**config.mk**
```make
export PLATFORM = sky130hd
export DESIGN_NAME = lram_wr_arbiter
export DESIGN_NICKNAME = d
export VERILOG_FILES = /design/src/rtl/lram_pkg.sv /design/src/rtl/lram_store.sv /design/src/rtl/lram_wr_arbiter.sv
export SDC_FILE = /design/constraint.sdc
export NUM_CORES = 1
export LEC_CHECK = 0
export CAP_MARGIN = 25
export CELL_PAD_IN_SITES_DETAIL_PLACEMENT = 1
export CELL_PAD_IN_SITES_GLOBAL_PLACEMENT = 2
export CORE_MARGIN = 1
export CORE_UTILIZATION = 48
export CTS_CLUSTER_DIAMETER = 150
export CTS_CLUSTER_SIZE = 28
export DETAILED_ROUTE_END_ITERATION = 8
export HOLD_SLACK_MARGIN = 0.02
export PLACE_DENSITY_LB_ADDON = 0.1
export SYNTH_ARGS = -nofsm -noshare
export SYNTH_HDL_FRONTEND = slang
export SYNTH_SLANG_ARGS = --single-unit
```
**constraint.sdc**
```tcl
create_clock -name clock -period 8.3 [get_ports clock]
set_input_delay 1.66 -clock clock [delete_from_list [all_inputs] [get_ports clock]]
set_output_delay 1.66 -clock clock [all_outputs]
set_load 0.05 [all_outputs]
```
**src/rtl/lram_pkg.sv**
```systemverilog
// Shared constants and types for the runtime-writable 64x8 LUT-RAM table
// and its write-port arbiter.
package lram_pkg;

   localparam int LRAM_DEPTH  = 64;
   localparam int LRAM_ADDR_W = 6;
   localparam int LRAM_DATA_W = 8;

   typedef enum logic {
      ST_CLEAR = 1'b0,
      ST_RUN   = 1'b1
   } lram_state_e;

   typedef logic [LRAM_ADDR_W-1:0] lram_addr_t;
   typedef logic [LRAM_DATA_W-1:0] lram_data_t;

endpackage

```
**src/rtl/lram_store.sv**
```systemverilog
// 64x8 LUT-RAM storage with one synchronous write port and one asynchronous
// read port. Organised as eight 64x1 columns, one per data bit, matching the
// RAM64M8 layout: the write address is port H, the read address is shared by
// ports A..G, and data bit b is the DIb/DOb pair. Column contents start at 0
// and the write clock is not inverted. Storage has no reset; the owner clears
// it by writing every entry.
module lram_store
   import lram_pkg::*;
(
   input  logic       clock,
   input  logic       we,
   input  lram_addr_t waddr,
   input  lram_data_t wdata,
   input  lram_addr_t raddr,
   output lram_data_t rdata
);

   logic [LRAM_DEPTH-1:0] col_q [LRAM_DATA_W];

   for (genvar b = 0; b < LRAM_DATA_W; b++) begin : g_col
      // one 64x1 column per data bit, written on the rising clock edge
      always_ff @(posedge clock) begin
         if (we) begin
            col_q[b][waddr] <= wdata[b];
         end
      end

      assign rdata[b] = col_q[b][raddr];
   end

endmodule

```
**src/rtl/lram_wr_arbiter.sv**
```systemverilog
// Round-robin arbiter sharing the single write port of the 64x8 LUT-RAM
// table between NUM_REQ producers, with a hardware clear sequence that
// writes CLEAR_VAL to every entry after reset or on clear_req.
//
// Build option: define LRAM_WR_BYPASS_EN for write-first reads (a read of
// the address being written this cycle returns the new data). Without it
// reads come straight from the RAM and return the old data.
//
// state    | meaning
// ---------+-------------------------------------------------------------
// ST_CLEAR | writing CLEAR_VAL at clr_cnt each cycle, requesters stalled
// ST_RUN   | table valid, one round-robin requester write per cycle
module lram_wr_arbiter
   import lram_pkg::*;
#(
   parameter int                 NUM_REQ   = 4,
   parameter int                 ADDR_W    = LRAM_ADDR_W,
   parameter int                 DATA_W    = LRAM_DATA_W,
   parameter logic [DATA_W-1:0]  CLEAR_VAL = 8'h00,
   localparam int                ID_W      = (NUM_REQ > 1) ? $clog2(NUM_REQ) : 1
)(
   input  logic                      clock,
   input  logic                      reset,
   input  logic [NUM_REQ-1:0]        req_valid,
   output logic [NUM_REQ-1:0]        req_ready,
   input  logic [NUM_REQ*ADDR_W-1:0] req_addr,
   input  logic [NUM_REQ*DATA_W-1:0] req_data,
   input  logic                      clear_req,
   input  logic [ADDR_W-1:0]         rd_addr,
   output logic [DATA_W-1:0]         rd_data,
   output logic                      init_done,
   output logic [ID_W-1:0]           grant_id,
   output logic                      wr_fire
);

   lram_state_e       state_q, state_d;
   logic [ADDR_W-1:0] clr_cnt_q, clr_cnt_d;
   logic [ID_W-1:0]   rr_ptr_q, rr_ptr_d;

   logic              gnt_found;
   logic [ID_W-1:0]   gnt_idx;
   logic [ID_W-1:0]   cand;
   logic              run_ok;

   logic              mem_we;
   logic [ADDR_W-1:0] mem_waddr;
   logic [DATA_W-1:0] mem_wdata;
   logic [DATA_W-1:0] mem_rdata;

   // base + k wrapped into 0..NUM_REQ-1 (NUM_REQ need not be a power of two)
   function automatic logic [ID_W-1:0] rr_wrap(input logic [ID_W-1:0] base, input int k);
      int s;
      s = int'(base) + k;
      if (s >= NUM_REQ) begin
         s = s - NUM_REQ;
      end
      return ID_W'(s);
   endfunction

   // state register
   always_ff @(posedge clock) begin
      if (!reset) begin
         state_q   <= ST_CLEAR;
         clr_cnt_q <= '0;
         rr_ptr_q  <= '0;
      end else begin
         state_q   <= state_d;
         clr_cnt_q <= clr_cnt_d;
         rr_ptr_q  <= rr_ptr_d;
      end
   end

   // round-robin search: first valid requester at or above rr_ptr, wrapping
   always_comb begin
      gnt_found = 1'b0;
      gnt_idx   = '0;
      cand      = '0;
      for (int k = 0; k < NUM_REQ; k++) begin
         cand = rr_wrap(rr_ptr_q, k);
         if (!gnt_found && req_valid[cand]) begin
            gnt_found = 1'b1;
            gnt_idx   = cand;
         end
      end
   end

   // next-state: clear sweep, clear_req restart, pointer advance on commit
   always_comb begin
      state_d   = state_q;
      clr_cnt_d = clr_cnt_q;
      rr_ptr_d  = rr_ptr_q;
      case (state_q)
         ST_CLEAR: begin
            clr_cnt_d = clr_cnt_q + ADDR_W'(1);
            if (clr_cnt_q == ADDR_W'(LRAM_DEPTH - 1)) begin
               state_d = ST_RUN;
            end
         end
         ST_RUN: begin
            if (clear_req) begin
               state_d   = ST_CLEAR;
               clr_cnt_d = '0;
            end else if (gnt_found) begin
               rr_ptr_d = rr_wrap(gnt_idx, 1);
            end
         end
         default: begin
            state_d   = ST_CLEAR;
            clr_cnt_d = '0;
         end
      endcase
   end

   // outputs: handshake and RAM write port; everything is held off while
   // reset is low so an abort never leaves a partial write behind
   always_comb begin
      run_ok    = reset && (state_q == ST_RUN) && !clear_req;
      init_done = reset && (state_q == ST_RUN);
      wr_fire   = run_ok && gnt_found;
      grant_id  = wr_fire ? gnt_idx : '0;
      req_ready = wr_fire ? (NUM_REQ'(1) << gnt_idx) : '0;

      mem_we    = reset && ((state_q == ST_CLEAR) || wr_fire);
      if (state_q == ST_CLEAR) begin
         mem_waddr = clr_cnt_q;
         mem_wdata = CLEAR_VAL;
      end else begin
         mem_waddr = req_addr[int'(gnt_idx)*ADDR_W +: ADDR_W];
         mem_wdata = req_data[int'(gnt_idx)*DATA_W +: DATA_W];
      end
   end

   lram_store u_store (
      .clock (clock),
      .we    (mem_we),
      .waddr (mem_waddr),
      .wdata (mem_wdata),
      .raddr (rd_addr),
      .rdata (mem_rdata)
   );

`ifdef LRAM_WR_BYPASS_EN
   // write-first: forward the word being written when the read hits it
   assign rd_data = (mem_we && (mem_waddr == rd_addr)) ? mem_wdata : mem_rdata;
`else
   assign rd_data = mem_rdata;
`endif

endmodule

```
---- After elaboration in Yosys (flattened, before gate mapping) ----
Memories as Yosys holds them, arrays and structs flattened.
Index checks and enable logic that the tools add are counted.
operators by class
  $add $sub $neg .......................... 10
  $mul .................................... 1
  magnitude comparators ................... 12
  eq/ne operators ......................... 2
  shift-type cells ........................ 3
  multiplexer cells ....................... 50
  bitwise gates (word level) .............. 2
  reductions and logical operators ........ 14
operators with widths
  cell                                                                                  number
  64-bit two-way mux                                                                    1
  1-bit binary-select mux with 6-bit select                                             8
  32-bit by 6-bit variable part select with 8-bit output                                1
  24-bit by 6-bit variable part select with 6-bit output                                1
  1-bit two-way mux                                                                     20
  2-bit two-way mux                                                                     10
  6-bit by 7-bit less-than comparator with 1-bit output (second input constant)         2
  3-bit greater-or-equal comparator (second input constant)                             4
  2-bit by 3-bit less-than comparator with 1-bit output (second input constant)         4
  6-bit two-way mux                                                                     2
  6-bit case mux with 2 select lines                                                    1
  2-bit by 1-bit subtractor with 2-bit output (second input constant)                   5
  1-bit binary-select mux with 2-bit select                                             4
  1-bit logical AND                                                                     8
  8-bit two-way mux                                                                     1
  2-bit by 1-bit adder with 3-bit output (second input constant)                        2
  2-bit by 2-bit adder with 3-bit output (second input constant)                        2
  6-bit by 1-bit adder with 6-bit output (second input constant)                        1
  1-bit demux with 6-bit select                                                         1
  6-bit equality test (second input constant)                                           1
  6-bit by 1-bit greater-or-equal comparator with 1-bit output (second input constant)  1
  1-bit zero test                                                                       4
  2-bit by 2-bit multiplier with 4-bit output (second input constant)                   1
  4-bit two-way mux                                                                     1
  other kinds (7)                                                                       8
storage, ports and cells
  register bits ........................... 9
  memory bits (writable) .................. 512
  input bits .............................. 69
  output and inout bits ................... 16
  logic and storage cells ................. 98
  memories kept ........................... 1
memories
  memory         words  width  rd ports  clocked after memory_dff  wr ports  line              text
  u_store.col_q  8      64     8         0                         8         lram_store.sv:18  logic [LRAM_DEPTH-1:0] col_q [LRAM_DATA_W];

---- Longest topological paths before layout ----
Gate-level depths: netlist (run 1).
  depth in word-level cells ............... 22
  mapped depth ............................ 11
  gate-level depth less buffers ........... 8

---- Modules after synthesis ----
From an unflattened synthesis (run 1), not the netlist that was laid out.
second synthesis, totals
  cells, all modules ...................... 1074
  area total of the unflattened synthesis .. 21259.1 um^2
modules (own cells, without submodules)
  module           times used  cells an instance  area each (um^2)  seq. area each (um^2)
  lram_store       1           924                19999.2           15374.7
  lram_wr_arbiter  1           150                1260.0            180.2

---- Worst setup path before layout (run 1) ----
Ideal clock, no wire load.
  kind .................................... in2reg
  from .................................... input port req_valid[2]
  to ...................................... memory u_store.col_q[0][0] (data pin)
  setup time .............................. 0.722 ns
  arrival ................................. 5.567 ns
  data required time ...................... 7.578 ns
  setup slack ............................. 2.012 ns
  stages .................................. 8
  buffers on the path ..................... 3
  cell sequence ........................... and2b_1 -> or4b_4 -> buf_6 -> nand2_8 -> inv_2 -> buf_6 -> clkbuf_1 -> a211oi_1
RTL lines
  item                line                   text
  start: declaration  lram_wr_arbiter.sv:24  input logic [NUM_REQ-1:0] req_valid,
  end: declaration    lram_store.sv:18

---- Final worst setup path (run 1) ----
  from .................................... input port rd_addr[1]
  to ...................................... output port rd_data[6]
on the way
  cells in the longest elaborated chain, start to end .. 2
RTL lines
  item                                       line                   text
  start: declaration                         lram_wr_arbiter.sv:29  input logic [ADDR_W-1:0] rd_addr,
  1-bit binary-select mux with 6-bit select  lram_store.sv:28       assign rdata[b] = col_q[b][raddr];
  1-bit two-way mux (not written as such)    lram_store.sv:28
  end: declaration                           lram_wr_arbiter.sv:30  output logic [DATA_W-1:0] rd_data,
No other way between the ends. The select of a mux whose other input is x is not followed.

==> results of run 1 <==
[stage by stage]
stage          instances   util
6_report            1690  0.548
5_1_grt             1690  0.548
4_1_cts             1686  0.547
3_5_place_dp        1655  0.533
3_3_place_gp        1653  0.532
2_1_floorplan        999      -
[cell usage in the layout (no fill, tap or decap), types with 8 or more instances in the layout]
cell type	count
a211oi_1	10
a211oi_4	9
and2_1	8
and3_1	14
buf_4	45
clkbuf_16	23
clkdlybuf4s50_1	81
dfxtp_1	9
edfxtp_1	512
mux2i_1	14
mux4_2	164
nand2_1	12
nand3_1	12
nor2_1	19
nor2b_1	11
nor3_1	24
nor3_2	24
o21ai_0	18
[sequential cells by signal (all words and copies together), names as in the netlist]
register / count
state_q: 1
u_store.col_q: 512
clr_cnt_q: 6
rr_ptr_q: 2
[metal layers]
| layer | GRT usage | vias to the layer above | share of wire |
|---|---|---|---|
| met2 | 0.360 | 285 | 0.48 |
| met3 | 0.0357 | 37 | 0.056 |
| met1 | 0.343 | 5544 | 0.45 |
| li1 | - | 4382 | - |
| met5 | 0 | - | 0 |
| met4 | 0.0402 | 0 | 0.013 |
[cells by family (layout without fill, tap and decap cells)]
logic type,Yosys count,count (layout),share of synthesized area
AND/OR/NAND/NOR,158,158,0.0470
adder cells (fa/ha/maj),5,5,0.00293
buffers and inverters,67,173,0.0167
multiplexers,185,185,0.183
AO/OA/AOI/OAI,63,63,0.0222
flip-flops,521,521,0.728
[cell type report]
type | count | area, um2
Inverter | 5 | 18.8
Tap cell | 585 | 732
Fill cell | 3727 | 19600
Multi-Input combinational cell | 411 | 5590
Sequential cell | 521 | 15600
Clock buffer | 30 | 602
Clock inverter | 1 | 16.3
Timing Repair Buffer | 137 | 1310
[worst max-delay path, stage by stage]
cell and delay (ps):
buf_4 570, buf_12 350, mux4_2 380, mux4_2 530, mux2_2 300, nand2_1 70, o21ai_0 190, clkdlybuf4s50_1 790
[power groups by stage]
stage                     Clock [mW]  Sequential (mW)  Combinational, mW
after floorplan                    0             2.91              0.202
after detailed placement           0             2.91              0.322
after global placement             0             2.91              0.319
after CTS                       1.32             2.85              0.322
after global routing            1.38             2.85              0.338
final                           1.28             2.85              0.317
[final timing paths]
path / start / to / slack [ps] / cells past startpoint
worst max-delay path: rd_addr[1] / rd_data[6] / 1700 / 8
worst min-delay path: clr_cnt_q[0]$_SDFFE_PN0P_ / clr_cnt_q[0]$_SDFFE_PN0P_ / 540 / 2
worst max register to register: rr_ptr_q[0]$_SDFFE_PN0P_ / u_store.col_q[1][44]$_DFFE_PP_ / 3960 / 7
worst min register to register: clr_cnt_q[0]$_SDFFE_PN0P_ / clr_cnt_q[0]$_SDFFE_PN0P_ / 540 / 2
==> impl_metrics.py, run 1 <==
metrics = {
    "clocking": {
        "ctsRootBufferMaster": "clkbuf_16",
        "cts_setup_buffers": 0,
        "cts_max_level": 1,
        "cts_buffer_depth": 3,
        "worst_skew_pair.late_latency_ps": 570,
        "hold_buffers": 0,
        "cts_resized": 0,
        "cts_num_sinks": 521,
        "cts_made_buffers": 22,
        "cts_tree": "done",
        "clk_pin_slew_worst_paths_ps": 100,
    },
    "die": {
        "rows": 76,
        "dieArea_um2": 45400,
        "initial_utilization": 0.492,
        "dieHeight_um": 213,
        "core-area_um2": 43500,
        "ios": 85,
        "die_x_um": 213,
    },
    "pwr": {
        "power_frac_comb": 0.071,
        "switching_share": 0.211,
        "total_power_mw": 4.45,
        "power_frac_seq": 0.641,
        "p_sw_mw": 0.939,
        "power.density_nw_per_um2": 187,
        "intPower_mw": 3.51,
        "irDropWorstVdd_uv": 153,
        "clkPwrFrac": 0.288,
        "power_leakage_nw": 7.36,
    },
    "routing": {
        "drt_wl_total_mm": 49.5,
        "drtAntennaViolNets": 0,
        "drtPass1Iterations": 5,
        "wl_per_cell_um": 29.3,
        "vias": 10248,
        "drtIter0Drc": 820,
        "vias_per_cell": 6.06,
        "drc_errors": 0,
    },
    "finish": {
        "fin_area_um2": 23800,
        "syn_to_final_growth_pct": 11.5,
        "nets": 1172,
        "drive_gt1_frac": 0.277,
        "antenna_cells": 0,
    },
    "synth": {
        "yosys_most_used_dff": "edfxtp_1",
        "synth_commonest_cells": "edfxtp_1, mux4_2, clkbuf_1, nor3_1, nor3_2",
        "synth_async_sr_flop_share": 0,
        "synth.largest_area_cell": "edfxtp_1",
        "synth_top_area_share": 0.719,
        "synthCells": 999,
        "ys_top_cells_by_area": "edfxtp_1, mux4_2, nor3_2",
        "syn_avg_cell_area_um2": 21.4,
        "synth_edf_count": 512,
        "synth_fp_nets": 1073,
        "ys_ff_latch": 521,
        "ys_types": 60,
        "yosysMostFrequentCell": "edfxtp_1",
        "synth-seq-area-share": 0.728,
        "synth_warnings": 0,
        "syn-cell-area_um2": 21400,
    },
    "timing": {
        "finalMaxSlewViolations": 0,
        "skew_ps": 12.8,
        "fin_crit_sh": 0.795,
        "hold_viol": 0,
        "tns_ps": 0,
        "fmax_mhz": 152,
        "whs_ps": 539,
        "slew_headroom": 0.289,
        "setup_slack_ps": 1700,
        "rsz0062_at_grt": "false",
        "final-setup-viol-count": 0,
        "fin_crit_ps": 6600,
        "tightest_slew_ps": 1070,
    },
    "worst_setup_path": {
        "cp_data_arrival_time_ps": 4940,
        "worstSetupStartpointType": "primary input",
        "crit_type": "in2out",
        "critPathCaptureType": "primary output",
        "cp.required_ps": 6640,
        "crit_fanout": 47,
    },
    "grt": {
        "grt_pass1_wl_mm": 73.6,
        "grt_pass1_vias": 10793,
        "grt_max_degree": 65,
        "grt_use_total": 0.228,
        "overflow": 0,
        "antenna_found_initial": 0,
    },
    "placed_design": {
        "place_area_um2": 23200,
        "pre_cts_ws_ps": 1640,
        "port_buffers": 84,
        "routabilityCongestion": 0.761,
        "hpwl_mm": 32.3,
    },
    "hold_path": {
        "min_path_type": "reg2reg",
    },
    "run": {
        "drv_cap": 0,
    },
    "outcome": {
        "outcome": "complete, no violations",
    },
}
(Power assumes the default switching activity.)
==> inputs of run 2 (changes only) <==
==> constraint.sdc (replaced) <==
create_clock -name clock -period 6.1 [get_ports clock]
set_input_delay 1.22 -clock clock [delete_from_list [all_inputs] [get_ports clock]]
set_output_delay 1.22 -clock clock [all_outputs]
set_load 0.05 [all_outputs]
==> run 2 against run 1 <==
Design area grew 0.89%. Clock skew fell by 4.7 ps. Flip-flop and latch count is the same. Clock-buffer cell count is the same. Core utilization increased by 0.49 points. Wire length fell by 2.1%. Largest power group unchanged. Highest routed layer unchanged.
==> impl_metrics.py, run 2 (synthesized netlist as in run 1, its figures left out) <==
metrics = {
    "routing": {
        "vias_per_cell": 5.95,
        "drtPass1Iterations": 5,
        "wl_per_cell_um": 28.2,
        "vias": 10241,
        "drtIter0Drc": 731,
        "drc_errors": 0,
        "drtAntennaViolNets": 0,
        "drt_wl_total_mm": 48.5,
    },
    "clocking": {
        "cts_max_level": 1,
        "cts_tree": "done",
        "clk_pin_slew_worst_paths_ps": 110,
        "worst_skew_pair.late_latency_ps": 570,
        "cts_setup_buffers": 0,
        "cts_made_buffers": 22,
        "cts_num_sinks": 521,
        "ctsRootBufferMaster": "clkbuf_16",
        "hold_buffers": 0,
        "cts_buffer_depth": 3,
        "cts_resized": 0,
    },
    "worst_setup_path": {
        "worstSetupStartpointType": "primary input",
        "slowest_stage": "clkdlybuf4s50_1",
        "crit_type": "in2out",
        "critical_path_buf_inv_count": 3,
        "cpPeakStageDelay_ps": 860,
        "critPathCaptureType": "primary output",
        "cp_data_arrival_time_ps": 4220,
        "crit_fanout": 21,
        "critical_path.top_delay_family": "buffers and inverters",
        "crit_top_cell": "clkdlybuf4s50_1",
        "cp_cell_sequence": "clkdlybuf4s50_1 -> nor2_2 -> or4_1 -> nand2_8 -> inv_2 -> nor3b_1 -> clkdlybuf4s50_1",
        "cp.required_ps": 4880,
    },
    "finish": {
        "syn_to_final_growth_pct": 12.5,
        "nets": 1204,
        "final_common_cell": "edfxtp_1",
        "antenna_cells": 0,
        "top_register": "u_store.col_q",
        "drive_gt1_frac": 0.301,
        "largest_reg_flops": 512,
        "final_util": 0.553,
        "largestRegisters": "u_store.col_q: 512 flops, clr_cnt_q: 6 flops, rr_ptr_q: 2 flops",
        "final_cell_mix": "edfxtp_1, mux4_2, buf_4, clkdlybuf4s50_1, nor3_1",
    },
    "die": {
        "rows": 76,
        "die_x_um": 213,
        "ios": 85,
        "dieHeight_um": 213,
        "initial_utilization": 0.492,
        "dieArea_um2": 45400,
        "core-area_um2": 43500,
    },
    "pwr": {
        "power.density_nw_per_um2": 252,
        "power_leakage_nw": 7.53,
        "total_power_mw": 6.05,
        "irDropWorstVdd_uv": 231,
    },
    "grt": {
        "grt_use_total": 0.221,
        "overflow": 0,
        "grt_max_degree": 65,
        "grt_pass1_wl_mm": 71.1,
        "antenna_found_initial": 4,
        "grt_pass1_vias": 10559,
    },
    "timing": {
        "fin_crit_sh": 0.893,
        "rsz0062_at_grt": "false",
        "slew_headroom": 0.310,
        "fmax_mhz": 184,
        "hold_viol": 0,
        "tightest_slew_ps": 1040,
        "setup_slack_ps": 655,
        "finalMaxSlewViolations": 0,
        "tns_ps": 0,
        "final-setup-viol-count": 0,
        "fin_crit_ps": 5440,
        "skew_ps": 8.04,
    },
    "placed_design": {
        "hpwl_mm": 31.8,
        "port_buffers": 84,
        "pre_cts_ws_ps": 651,
        "routabilityCongestion": 0.778,
    },
    "run": {
        "drv_cap": 0,
    },
    "hold_path": {
        "min_path_type": "reg2reg",
    },
    "outcome": {
        "outcome": "complete, no violations",
    },
}
## run 2: layer usage
metal  vias to the layer above  global-route usage  routed length [um]
li1                       4444                   -                   -
met1                      5478               0.321               21400
met2                       278               0.362               23700
met3                        41              0.0315                2520
met4                         0              0.0392                 811
met5                         -                   0                   0
## run 2: final cells by class
cell class / instances / area [um2]
clock buffers: 30 / 602
clock inverters: 1 / 11.3
fillers: 3790 / 19400
inverters: 5 / 18.8
multi-input cells: 411 / 5560
flip-flops and latches: 521 / 15600
well taps: 585 / 732
repair buffers: 169 / 1560
## run 2: path summary, 6_finish.rpt
path                                           startpoint                              to  slack, ps  cells after the start
worst max-delay path                         req_valid[1]                     grant_id[0]        660                      7
worst min-delay path            clr_cnt_q[0]$_SDFFE_PN0P_       clr_cnt_q[0]$_SDFFE_PN0P_        540                      2
worst max register to register   rr_ptr_q[0]$_SDFFE_PN0P_  u_store.col_q[7][62]$_DFFE_PP_       2240                      7
worst min register to register  clr_cnt_q[0]$_SDFFE_PN0P_       clr_cnt_q[0]$_SDFFE_PN0P_        540                      2
## run 2: report_power, final
| group | switching (mW) | internal [mW] |
|---|---|---|
| Sequential | 0.00416 | 3.88 |
| Combinational | 0.231 | 0.208 |
| Clock | 1.03 | 0.700 |
| Total | 1.26 | 4.78 |
## run 2: stage by stage
step | hold WS (ps) | instances | instance area, um2
after floorplan | 473 | 999 | 21400
after global placement | 510 | 1690 | 23400
after detailed placement | 530 | 1691 | 23400
after CTS | 546 | 1722 | 24000
after global routing | 593 | 1722 | 24000
final | 536 | 1722 | 24000
## run 2: tightest hold or removal path: stages, from the launching register on
cell and delay [ps]:
dfxtp_1 360, nand2_1 60, a21boi_0 70
